[config.mk]
export PLATFORM = sky130hd
export DESIGN_NAME = frame_sync_ctrl
export DESIGN_NICKNAME = d
export VERILOG_FILES = /design/src/rtl/frame_sync_ctrl.sv
export SDC_FILE = /design/constraint.sdc
export NUM_CORES = 1
export LEC_CHECK = 0
export ABC_CLOCK_PERIOD_IN_PS = 2600
export CORE_MARGIN = 2
export CORE_UTILIZATION = 35
export CTS_CLUSTER_SIZE = 20
export DETAILED_ROUTE_END_ITERATION = 6
export PLACE_DENSITY_LB_ADDON = 0.1
export SYNTH_ARGS = -nofsm -noshare
export SYNTH_HDL_FRONTEND = slang
export SYNTH_SLANG_ARGS = --single-unit
[constraint.sdc]
create_clock -name clk -period 2.6 [get_ports clk]
set_input_delay 0.39 -clock clk [delete_from_list [all_inputs] [get_ports clk]]
set_output_delay 0.39 -clock clk [all_outputs]
set_load 0.01 [all_outputs]
[src/rtl/frame_sync_ctrl.sv]
// Serial frame synchroniser: hunts for a sync word, verifies, then tracks lock.
// Define FRAME_SYNC_ERR_CNT_EN to add the saturating missed-sync counter err_cnt.
module frame_sync_ctrl #(
  parameter logic [3:0] SYNC_WORD = 4'b1011,
  parameter int         FRAME_LEN = 16,
  parameter int         VERIFY_N  = 2,
  parameter int         LOSS_N    = 3
) (
  input  logic       clk,
  input  logic       rst,
  input  logic       in,
  input  logic       in_valid,
  output logic       locked,
  output logic [1:0] state,
  output logic       sync_hit,
  output logic       frame_start,
  output logic       data_out,
  output logic       data_valid
`ifdef FRAME_SYNC_ERR_CNT_EN
  ,
  output logic [7:0] err_cnt
`endif
);

  typedef enum logic [1:0] {
    HUNT   = 2'd0,
    VERIFY = 2'd1,
    LOCK   = 2'd2
  } state_e;

  localparam logic [7:0] LAST = 8'(FRAME_LEN - 1);
  localparam logic [2:0] VN   = 3'(VERIFY_N);
  localparam logic [2:0] LN   = 3'(LOSS_N);

  state_e     state_q, state_d;
  // Older three bits of the 4-bit window; the live input is the fourth.
  logic [2:0] sr_q, sr_d;
  logic [7:0] pos_q, pos_d;
  logic [2:0] hit_q, hit_d;
  logic [2:0] miss_q, miss_d;
  logic       locked_q, locked_d;
  logic       sync_hit_q, sync_hit_d;
  logic       frame_start_q, frame_start_d;
  logic       data_out_q, data_out_d;
  logic       data_valid_q, data_valid_d;
`ifdef FRAME_SYNC_ERR_CNT_EN
  logic [7:0] err_q, err_d;
`endif

  logic [3:0] window;
  logic [7:0] pos_nx;
  logic       match;
  logic       sync_pos;

  always_comb begin
    window   = {sr_q, in};
    pos_nx   = (pos_q == LAST) ? 8'd0 : pos_q + 8'd1;
    match    = (window == SYNC_WORD);
    sync_pos = (pos_nx == 8'd3);

    state_d       = state_q;
    sr_d          = sr_q;
    pos_d         = pos_q;
    hit_d         = hit_q;
    miss_d        = miss_q;
    sync_hit_d    = 1'b0;
    frame_start_d = 1'b0;
    data_out_d    = 1'b0;
    data_valid_d  = 1'b0;
`ifdef FRAME_SYNC_ERR_CNT_EN
    err_d         = err_q;
`endif

    if (in_valid) begin
      sr_d  = window[2:0];
      pos_d = pos_nx;
      if (state_q == LOCK && pos_nx >= 8'd4) begin
        data_valid_d = 1'b1;
        data_out_d   = in;
      end
      unique case (state_q)
        HUNT: begin
          if (match) begin
            state_d    = VERIFY;
            pos_d      = 8'd3;
            hit_d      = 3'd0;
            sync_hit_d = 1'b1;
          end
        end
        VERIFY: begin
          if (sync_pos) begin
            if (match) begin
              hit_d      = hit_q + 3'd1;
              sync_hit_d = 1'b1;
              if (hit_d == VN) begin
                state_d       = LOCK;
                frame_start_d = 1'b1;
                miss_d        = 3'd0;
              end
            end else begin
              state_d = HUNT;
            end
          end
        end
        LOCK: begin
          if (sync_pos) begin
            if (match) begin
              sync_hit_d    = 1'b1;
              frame_start_d = 1'b1;
              miss_d        = 3'd0;
            end else begin
              miss_d = miss_q + 3'd1;
`ifdef FRAME_SYNC_ERR_CNT_EN
              if (err_q != 8'hFF) err_d = err_q + 8'd1;
`endif
              if (miss_d == LN) state_d = HUNT;
            end
          end
        end
        default: state_d = HUNT;
      endcase
    end

    locked_d = (state_d == LOCK);
  end

  always_ff @(posedge clk) begin
    if (rst) begin
      state_q       <= HUNT;
      sr_q          <= 3'd0;
      pos_q         <= 8'd0;
      hit_q         <= 3'd0;
      miss_q        <= 3'd0;
      locked_q      <= 1'b0;
      sync_hit_q    <= 1'b0;
      frame_start_q <= 1'b0;
      data_out_q    <= 1'b0;
      data_valid_q  <= 1'b0;
`ifdef FRAME_SYNC_ERR_CNT_EN
      err_q         <= 8'd0;
`endif
    end else begin
      state_q       <= state_d;
      sr_q          <= sr_d;
      pos_q         <= pos_d;
      hit_q         <= hit_d;
      miss_q        <= miss_d;
      locked_q      <= locked_d;
      sync_hit_q    <= sync_hit_d;
      frame_start_q <= frame_start_d;
      data_out_q    <= data_out_d;
      data_valid_q  <= data_valid_d;
`ifdef FRAME_SYNC_ERR_CNT_EN
      err_q         <= err_d;
`endif
    end
  end

  assign locked      = locked_q;
  assign state       = state_q;
  assign sync_hit    = sync_hit_q;
  assign frame_start = frame_start_q;
  assign data_out    = data_out_q;
  assign data_valid  = data_valid_q;
`ifdef FRAME_SYNC_ERR_CNT_EN
  assign err_cnt     = err_q;
`endif

endmodule

* After elaboration in Yosys (flattened, before gate mapping)
Index checks and enable logic that the tools add are counted. Widths: inputs -> output; s select.
Cells by class: $add $sub $neg 3, $lt $le $gt $ge 1, equality and inequality tests 13, muxes and demuxes 30, bitwise operators 2, reductions and logical operators 9
Operators by type and width (number):
- $mux 3 | 8
- $mux 8 | 3
- $mux 2 | 8
- $pmux 3 s2 | 2
- $ne 2x2->1 const B | 5
- $add 8x1->8 const B | 1
- $eq 8x2->1 const B | 1
- $eq 8x4->1 const B | 1
- $ge 8x3->1 const B | 1
- $add 3x1->3 const B | 2
- $eq 3x2->1 const B | 2
- $mux 1 | 6
- $pmux 2 s3 | 1
- $reduce_and 6->1 | 1
- $reduce_and 5->1 | 1
- $eq 2x2->1 const B | 2
- $eq 4x4->1 const B | 1
- $pmux 1 s2 | 2
- $reduce_bool 2->1 | 2
- $reduce_or 2->1 | 2
- $reduce_or 3->1 | 1
- $eq 2x1->1 const B | 1
- $logic_not 2->1 | 1
- $not 1->1 | 2
- $logic_and 1x1->1 | 1
Word-level totals: register bits after elaboration 24, input bits 4, output and inout bits 7, word-level logic and storage cells 68

* Logic depth before layout (Yosys ltp)
Gate-level depths: netlist of the first run.
depth after elaboration 8, mapped depth 9, gate-level depth less buffers 8

* Worst setup path after synthesis of the first run
Ideal clock, no wire load.
path kind reg-to-reg, start register pos_q[0], end register miss_q[2], library setup time 0.070 ns, data arrival time 2.082 ns, required time 2.530 ns, slack 0.447 ns, stages on the path, launching flop included 8, path buffers 0, period minus slack after synthesis 2.153 ns, cells stage by stage dfxtp_1 ha_1 nand3_1 o21ai_0 o2111a_2 o2111ai_2 or4_1 a21oi_1
Between the ends: word-level cells in the longest chain between the ends 5, elaborated cells between the ends (all ways) 7, classes of those cells add/sub (1); eq/ne (4); mux (1); reduce/logical (1)
Ends and longest elaborated chain:
- from (decl) | RTL line 38 | logic [7:0] pos_q, pos_d;
- from (signal assigned) | RTL line 145 | pos_q <= pos_d;
- $add 8x1->8 or $eq 8x4->1 (tied branches) | RTL line 57 | pos_nx = (pos_q == LAST) ? 8'd0 : pos_q + 8'd1;
- $mux 8 * | RTL line 57
- $eq 8x2->1 * | RTL line 59 | sync_pos = (pos_nx == 8'd3);
- $ne 2x2->1 (no source line)
- $reduce_and 6->1 (no source line) *
- to (signal assigned) | RTL line 147 | miss_q <= miss_d;
- to (decl) | RTL line 40 | logic [2:0] miss_q, miss_d;
Mark *: on every way between the ends. The rest lies on a longest branch, timed or not. A chain may end at the register's enable or synchronous reset.

* Worst setup path after layout of the first run
Same ends and word-level chain as after synthesis.

==> summary.md, run 1 <==
| Metric | Value |
|---|---|
| Net Count, Synth | `200` |
| Crit path kind | `reg2reg` |
| Design Power | `644 µW` |
| Inserted Clock Buffers | `3` |
| Starting Density | `between 30% and 40%` |
| Final setup viols | `0` |
| RSZ-0062 raised after global routing | `false` |
| Cts repair resizes | `0` |
| Sum Neg Setup Slack | `0 ps` |
| DIE WIDTH | `about 69 µm` |
| Warnings from Yosys | `0` |
| Antenna Nets Post-Route | `0` |
| Detailed Route Iter0 Violations | `80` |
| EDFF count, synth | `0` |
| Hold bufs inserted after CTS | `0` |
| Vias in the first global route | `1239` |
| Ys async rst share | `0%` |
| Ratio of cells with drive above 1 in the final layout | `8.29%` |
| Final period utilization | `90.6%` |
| Fmax | `between 400 and 500 MHz` |
| CP Max Fanout | `7` |
| Pwr per Cell Area | `383 mW/mm²` |
| Largest net degree at the start of global routing | `23` |
| GP Congestion | `0.865` |
| Status | `complete, no violations` |
| Synth cell types | `49` |
| Drt pass-1 iters | `4` |
| Die Span Y | `roughly 70 µm` |
| Primary FF master, synth | `dfxtp_1` |
| Drt drc | `0` |
| Reg2reg path depth | `7` |
| Max-Cap Viols | `0` |
| Synth Instances | `between 150 and 200` |
| Register area share after synthesis | `32.4%` |
| Hold Vio Cnt, Final | `0` |
| Register bit total from synthesis | `24` |
| HP Class | `reg2reg` |
| Area growth syn-to-layout | `13.2%` |
| First-pass GRT wire length | `approximately 5.9 mm` |
| Crit path DAT | `about 2600 ps` |
| Core ar. | `0.00403 mm²` |
| Via density per instance | `5.65` |
| Clock net sink count | `24` |
| CTS tree | `built` |
| GR Util All Layers | `15.3%` |
| Total number of vias | `about 1400` |
| Slowest stage cell, crit path | `or4_1` |
| Worst setup EP type | `flip-flop` |
| Port-buffer cells | `10` |
| Maximum vdd drop | `0.240 mV` |
| Hold path cells | `2` |
| Critical path cell sequence | `ha_2 -> nand3_1 -> o21ai_1 -> o2111a_2 -> o2111ai_2 -> or4_1 -> a21oi_1` |
| Fin. max-slew vios | `0` |
| Worst skew pair latency | `260 ps` |
| Clk root buf | `clkbuf_8` |
| # diodes | `0` |
| Clock-pin slew on the worst setup and hold paths | `80 ps` |
| Die area | `0.00478 mm²` |
| Crit-path max cell delay | `530 ps` |
| Final Skew | `4.49 ps` |
| Synthesized area | `0.00149 mm²` |
| H-tree levels | `1` |
| Crit path launch type | `flip-flop` |
| Antenna violations before repair | `0` |
| Avg Cell Area, Syn | `7.98 µm²` |
| Leakage power | `0.582 nW` |
| Wire per inst | `14.0 µm` |
| Grt ovf | `0` |
| Final HPWL DP | `2.49 mm` |
| Slew @ Worst Pin | `436 ps` |
| Post CTS Setup Buffer Count | `0` |
| Final net count | `around 210` |
| Worst slew margin | `70.8%` |
| # rows | `23` |
| Drt total wl | `approximately 3.4 mm` |
| Data required time at the worst endpoint | `2800 ps` |
| Total I/O pin count | `11` |
| Clock Tree Buf Depth | `2` |
| Minimum clock period | `2360 ps` |
## flip-flops by register name, indices dropped and copies added, names as in the netlist
name and cells:
data_valid 1, data_out 1, state 2, sync_hit 1
hit_q 3, miss_q 3, frame_start 1, sr_q 3
locked 1, pos_q 8
## per-stage QoR
stage	hold WS, ps	utilization (%)	cells	cell area (µm²)	setup slack [ps]
floorplan	452	-	186	1490	447
global placement	465	40.7	240	1640	180
detailed placement	482	40.7	240	1640	135
CTS	494	41.7	243	1680	140
global route	523	41.7	243	1680	70.9
finish	490	41.7	243	1680	244
## cells by family (layout without fill, tap and decap cells)
family	count (synthesis)	after routing	share of synthesized area [%]
AO/OA/AOI/OAI	51	51	23.8
XOR/XNOR	2	2	1.18
adder cells (fa/ha/maj)	10	10	8.42
buffers and inverters	19	26	4.97
flip-flops	24	24	32.4
multiplexers	4	4	2.70
AND/OR/NAND/NOR	76	76	26.6
## power breakdown
group          switching (mW)  total, mW  internal [mW]
logic                  0.0296     0.0481         0.0186
clock network           0.114      0.218          0.104
registers             0.00617      0.378          0.372
## Yosys cell counts, types with 5 or more instances
cell type,n,area share (%)
clkbuf_1,8,2.0
dfxtp_1,24,32
inv_1,8,2.0
a21oi_1,18,6.1
nor2_1,17,4.3
nand2_1,21,5.3
nand3_1,7,2.4
ha_1,10,8.4
o21ai_0,5,1.7
## worst paths after layout
kind	slack, ps	end	start
min	490	miss_q[0]	miss_q[0]
max	240	miss_q[2]	pos_q[0]
min reg2reg	490	miss_q[0]	miss_q[0]
max reg2reg	240	miss_q[2]	pos_q[0]
## metal layers
metal | part of all wire [%] | GRT usage (%)
met3 | 3.5 | 3.80
met4 | 1.6 | 5.66
met1 | 48 | 20.7
met5 | 0 | 0
met2 | 46 | 23.4
## worst max-delay path, delay by kind of cell (launching register included)
family          cells  cell delay (ps)
compound gates      4              900
simple gates        2              700
flops               1              430
fa+ha+maj           1              270
## final cells by class
cell class                 instances  area (µm²)
sequential                        24         480
tap                               50        62.6
multi-input combinational        143         933
clock buffer                       3        41.3
timing repair buffer              14         130
fill                             406        2350
inverter                           9        33.8
## placed cells by master, fill, tap and decap left out, types with 2 or more instances in the layout
cell type / instances
and4b_1: 2
nor3b_1: 2
nor2b_1: 2
nor3_1: 4
a31oi_1: 4
nor2_1: 17
nor4_1: 3
mux2i_1: 4
o21ai_1: 3
inv_1: 8
clkdlybuf4s50_1: 10
a211oi_1: 2
o21ai_0: 4
nand3_1: 7
clkbuf_8: 3
nand2_1: 21
o211ai_1: 2
a311oi_1: 2
and2_1: 3
or4_1: 4
buf_4: 4
nand4_1: 2
dfxtp_1: 24
ha_1: 9
a21oi_1: 18
xnor2_1: 2
or3_1: 3
(Power assumes the default switching activity.)
==> run 2: changes to the inputs <==
- ABC_AREA: unset -> 1
==> summary.md, run 2 <==
| Metric | Value |
|---|---|
| Worst skew pair latency | `260 ps (about the same)` |
| Crit path max-delay family | `simple AND/OR/NAND/NOR gates` |
| Clock Tree Buf Depth | `2 (unchanged)` |
| Core ar. | `0.00397 mm² (-1.4%)` |
| Design Power | `762 µW (+18%)` |
| Synthesized area | `0.00144 mm² (-3.1%)` |
| Maximum vdd drop | `0.332 mV (+38%)` |
| Primary FF master, synth | `dfxtp_1` |
| Logic pwr share | `7.4% (about the same)` |
| Worst slack, placed | `518 ps (+384 ps)` |
| Final net count | `223 (+6.7%)` |
| Largest net degree at the start of global routing | `15 (-35%)` |
| Post CTS Setup Buffer Count | `0 (unchanged)` |
| # diodes | `0 (unchanged)` |
| Ratio of cells with drive above 1 in the final layout | `12.5% (+4.2 points)` |
| Wire per inst | `12.3 µm (-12%)` |
| Antenna Nets Post-Route | `0 (unchanged)` |
| Vias in the first global route | `1204 (-2.8%)` |
| Critical path cell sequence | `ha_1 -> nand2_2 -> nor2_2 -> nand4_2 -> a21oi_4 -> nand3_1 -> nand2_1 -> nand3_2 -> a21oi_2 -> nand2_1 -> nor2_1` |
| Crit-path max cell delay | `450 ps (-80 ps)` |
| Yosys top cell area share | `33.4% (+1.0 points)` |
| Slowest stage cell, crit path | `dfxtp_1` |
| Die Span Y | `68.1 µm (-1.5%)` |
| Slew @ Worst Pin | `403 ps (-33.6 ps)` |
| First-pass GRT wire length | `5.28 mm (-11%)` |
| Detailed Route Iter0 Violations | `65 (-19%)` |
| Int Pwr | `600 µW (+21%)` |
| Drt pass-1 iters | `4 (unchanged)` |
| Net Count, Synth | `210 (+5.0%)` |
| Total I/O pin count | `11 (unchanged)` |
| Final HPWL DP | `2.49 mm (+0.12%)` |
| Reg with most FFs | `pos_q` |
| Commonest cells post-synth | `nand2_1, dfxtp_1, inv_1, nor2_1, a21oi_1` |
| Grt ovf | `0 (unchanged)` |
| Antenna violations before repair | `0 (unchanged)` |
| Fin. max-slew vios | `0 (unchanged)` |
| GR Util All Layers | `15.2% (-0.038 points)` |
| Crit path launch type | `flip-flop` |
| Hold bufs inserted after CTS | `0 (unchanged)` |
| Clock net sink count | `24 (unchanged)` |
| Data required time at the worst endpoint | `2810 ps (about the same)` |
| Cts repair resizes | `0 (unchanged)` |
| Max-Cap Viols | `0 (unchanged)` |
| Final setup viols | `0 (unchanged)` |
| CTS tree | `built` |
| Port-buffer cells | `10 (unchanged)` |
| Worst slew margin | `73.1% (+2.3 points)` |
| Commonest non-fill, non-tap cell in the layout | `nand2_1` |
| Commonest cells after routing, fill and taps aside | `nand2_1, dfxtp_1, inv_1` |
| GP Congestion | `0.936 (+8.2%)` |
| Max reg flops | `8 (unchanged)` |
| Drt drc | `0 (unchanged)` |
| EDFF count, synth | `0 (unchanged)` |
| Crit path DAT | `2270 ps (-290 ps)` |
| Final Skew | `4.02 ps (-0.467 ps)` |
| Crit path kind | `reg2reg` |
| Area growth syn-to-layout | `15.7%` |
| Sequential power share | `50.0% (-8.7 points)` |
| Pwr per Cell Area | `458 mW/mm² (+20%)` |
| Cell taking the most area after synthesis | `dfxtp_1` |
| Synth Instances | `196 (+5.4%)` |
| Net Sw Power | `162 µW (+7.8%)` |
| Clock-pin slew on the worst setup and hold paths | `90 ps (about the same)` |
| Via density per instance | `4.99 (-12%)` |
| Status | `complete, no violations` |
| HP Class | `reg2reg` |
| # rows | `23 (unchanged)` |
| Top-count cell post-synth | `nand2_1` |
| Warnings from Yosys | `0 (unchanged)` |
| Synth top area cells | `dfxtp_1, nand2_1, ha_1, inv_1, a21oi_1` |
| Total number of vias | `1288 (-6.3%)` |
| WP buf/inv | `0 (unchanged)` |
| Drt total wl | `3.18 mm (-6.8%)` |
| Synth cell types | `33 (-33%)` |
| Inserted Clock Buffers | `3 (unchanged)` |
| Final period utilization | `79.3% (-11 points)` |
| Avg Cell Area, Syn | `7.34 µm² (-8.1%)` |
| Sum Neg Setup Slack | `0 ps (unchanged)` |
| Hold Vio Cnt, Final | `0 (unchanged)` |
| Fmax | `485 MHz (+14%)` |
| Minimum clock period | `2060 ps (-294 ps)` |
| Worst setup EP type | `flip-flop` |
| Register bit total from synthesis | `24 (unchanged)` |
| RSZ-0062 raised after global routing | `false` |
| H-tree levels | `1 (unchanged)` |
| Register area share after synthesis | `33.4% (+1.0 points)` |
| Starting Density | `36.2% (-0.63 points)` |
| Sw frac | `21.2% (-2.1 points)` |
| Top cell by count, worst path | `nand2_1` |
| Clk root buf | `clkbuf_8` |
| Leakage power | `0.684 nW (+17%)` |
| Ys async rst share | `0% (unchanged)` |
| Slack of the critical path | `538 ps (+294 ps)` |
| Clock power share | `42.6% (+8.8 points)` |
| DIE WIDTH | `68.1 µm (-1.5%)` |
| Die area | `0.00464 mm² (-2.9%)` |
| CP Max Fanout | `6 (-1)` |
run 2: kinds of logic (layout without fill, tap and decap cells):
family,after synthesis,in the layout,share of synthesized area (%)
flops,24,24,33.4
xor+xnor,2,2,1.22
simple gates,96,96,33.5
buf+inv,28,40,7.91
compound gates,36,36,15.3
fa+ha+maj,10,10,8.70
run 2: path summary, 6_finish.rpt:
| check | cells past startpoint | slack (ps) | endpoint | start |
|---|---|---|---|---|
| worst min register to register | 2 | 460 | sr_q[2] | sr_q[2] |
| worst max register to register | 11 | 540 | locked | pos_q[1] |
| worst max-delay path | 11 | 540 | locked | pos_q[1] |
| worst min-delay path | 2 | 460 | sr_q[2] | sr_q[2] |
run 2: power by group through the flow:
stage,clock [mW],combinational [mW],sequential (mW)
6_report,0.325,0.0566,0.381
5_1_grt,0.352,0.0634,0.382
4_1_cts,0.341,0.0569,0.381
3_5_place_dp,0,0.0565,0.389
3_3_place_gp,0,0.0559,0.389
2_1_floorplan,0,0.0403,0.387
run 2: final cells by class:
class | instances | area [µm²]
repair buffers | 12 | 115
flip-flops and latches | 24 | 480
inverters | 24 | 90.1
fillers | 416 | 2310
well taps | 50 | 62.6
clock inverters | 1 | 30.0
clock buffers | 3 | 41.3
multi-input cells | 144 | 845
run 2: through the flow:
step	util (%)	hold slack, ps	cells	instance area (µm²)
6_report	41.9	463	258	1660
5_1_grt	41.9	489	258	1660
4_1_cts	41.9	471	258	1660
3_5_place_dp	40.1	456	254	1590
3_3_place_gp	40.1	448	254	1590
2_1_floorplan	-	434	196	1440
run 2: per-layer routing:
metal	wire length [µm]	track usage, %	part of all wire (%)
met5	0	0	0
met4	25	4.50	0.79
met3	88	3.62	2.8
met2	1560	25.2	49
met1	1510	19.6	47
run 2: tightest hold or removal path: cells and delay by family, from the launching register on:
kind | cells | cell delay [ps]
flip-flops | 1 | 310
buffers and inverters | 1 | 60
AO/OA/AOI/OAI | 1 | 60
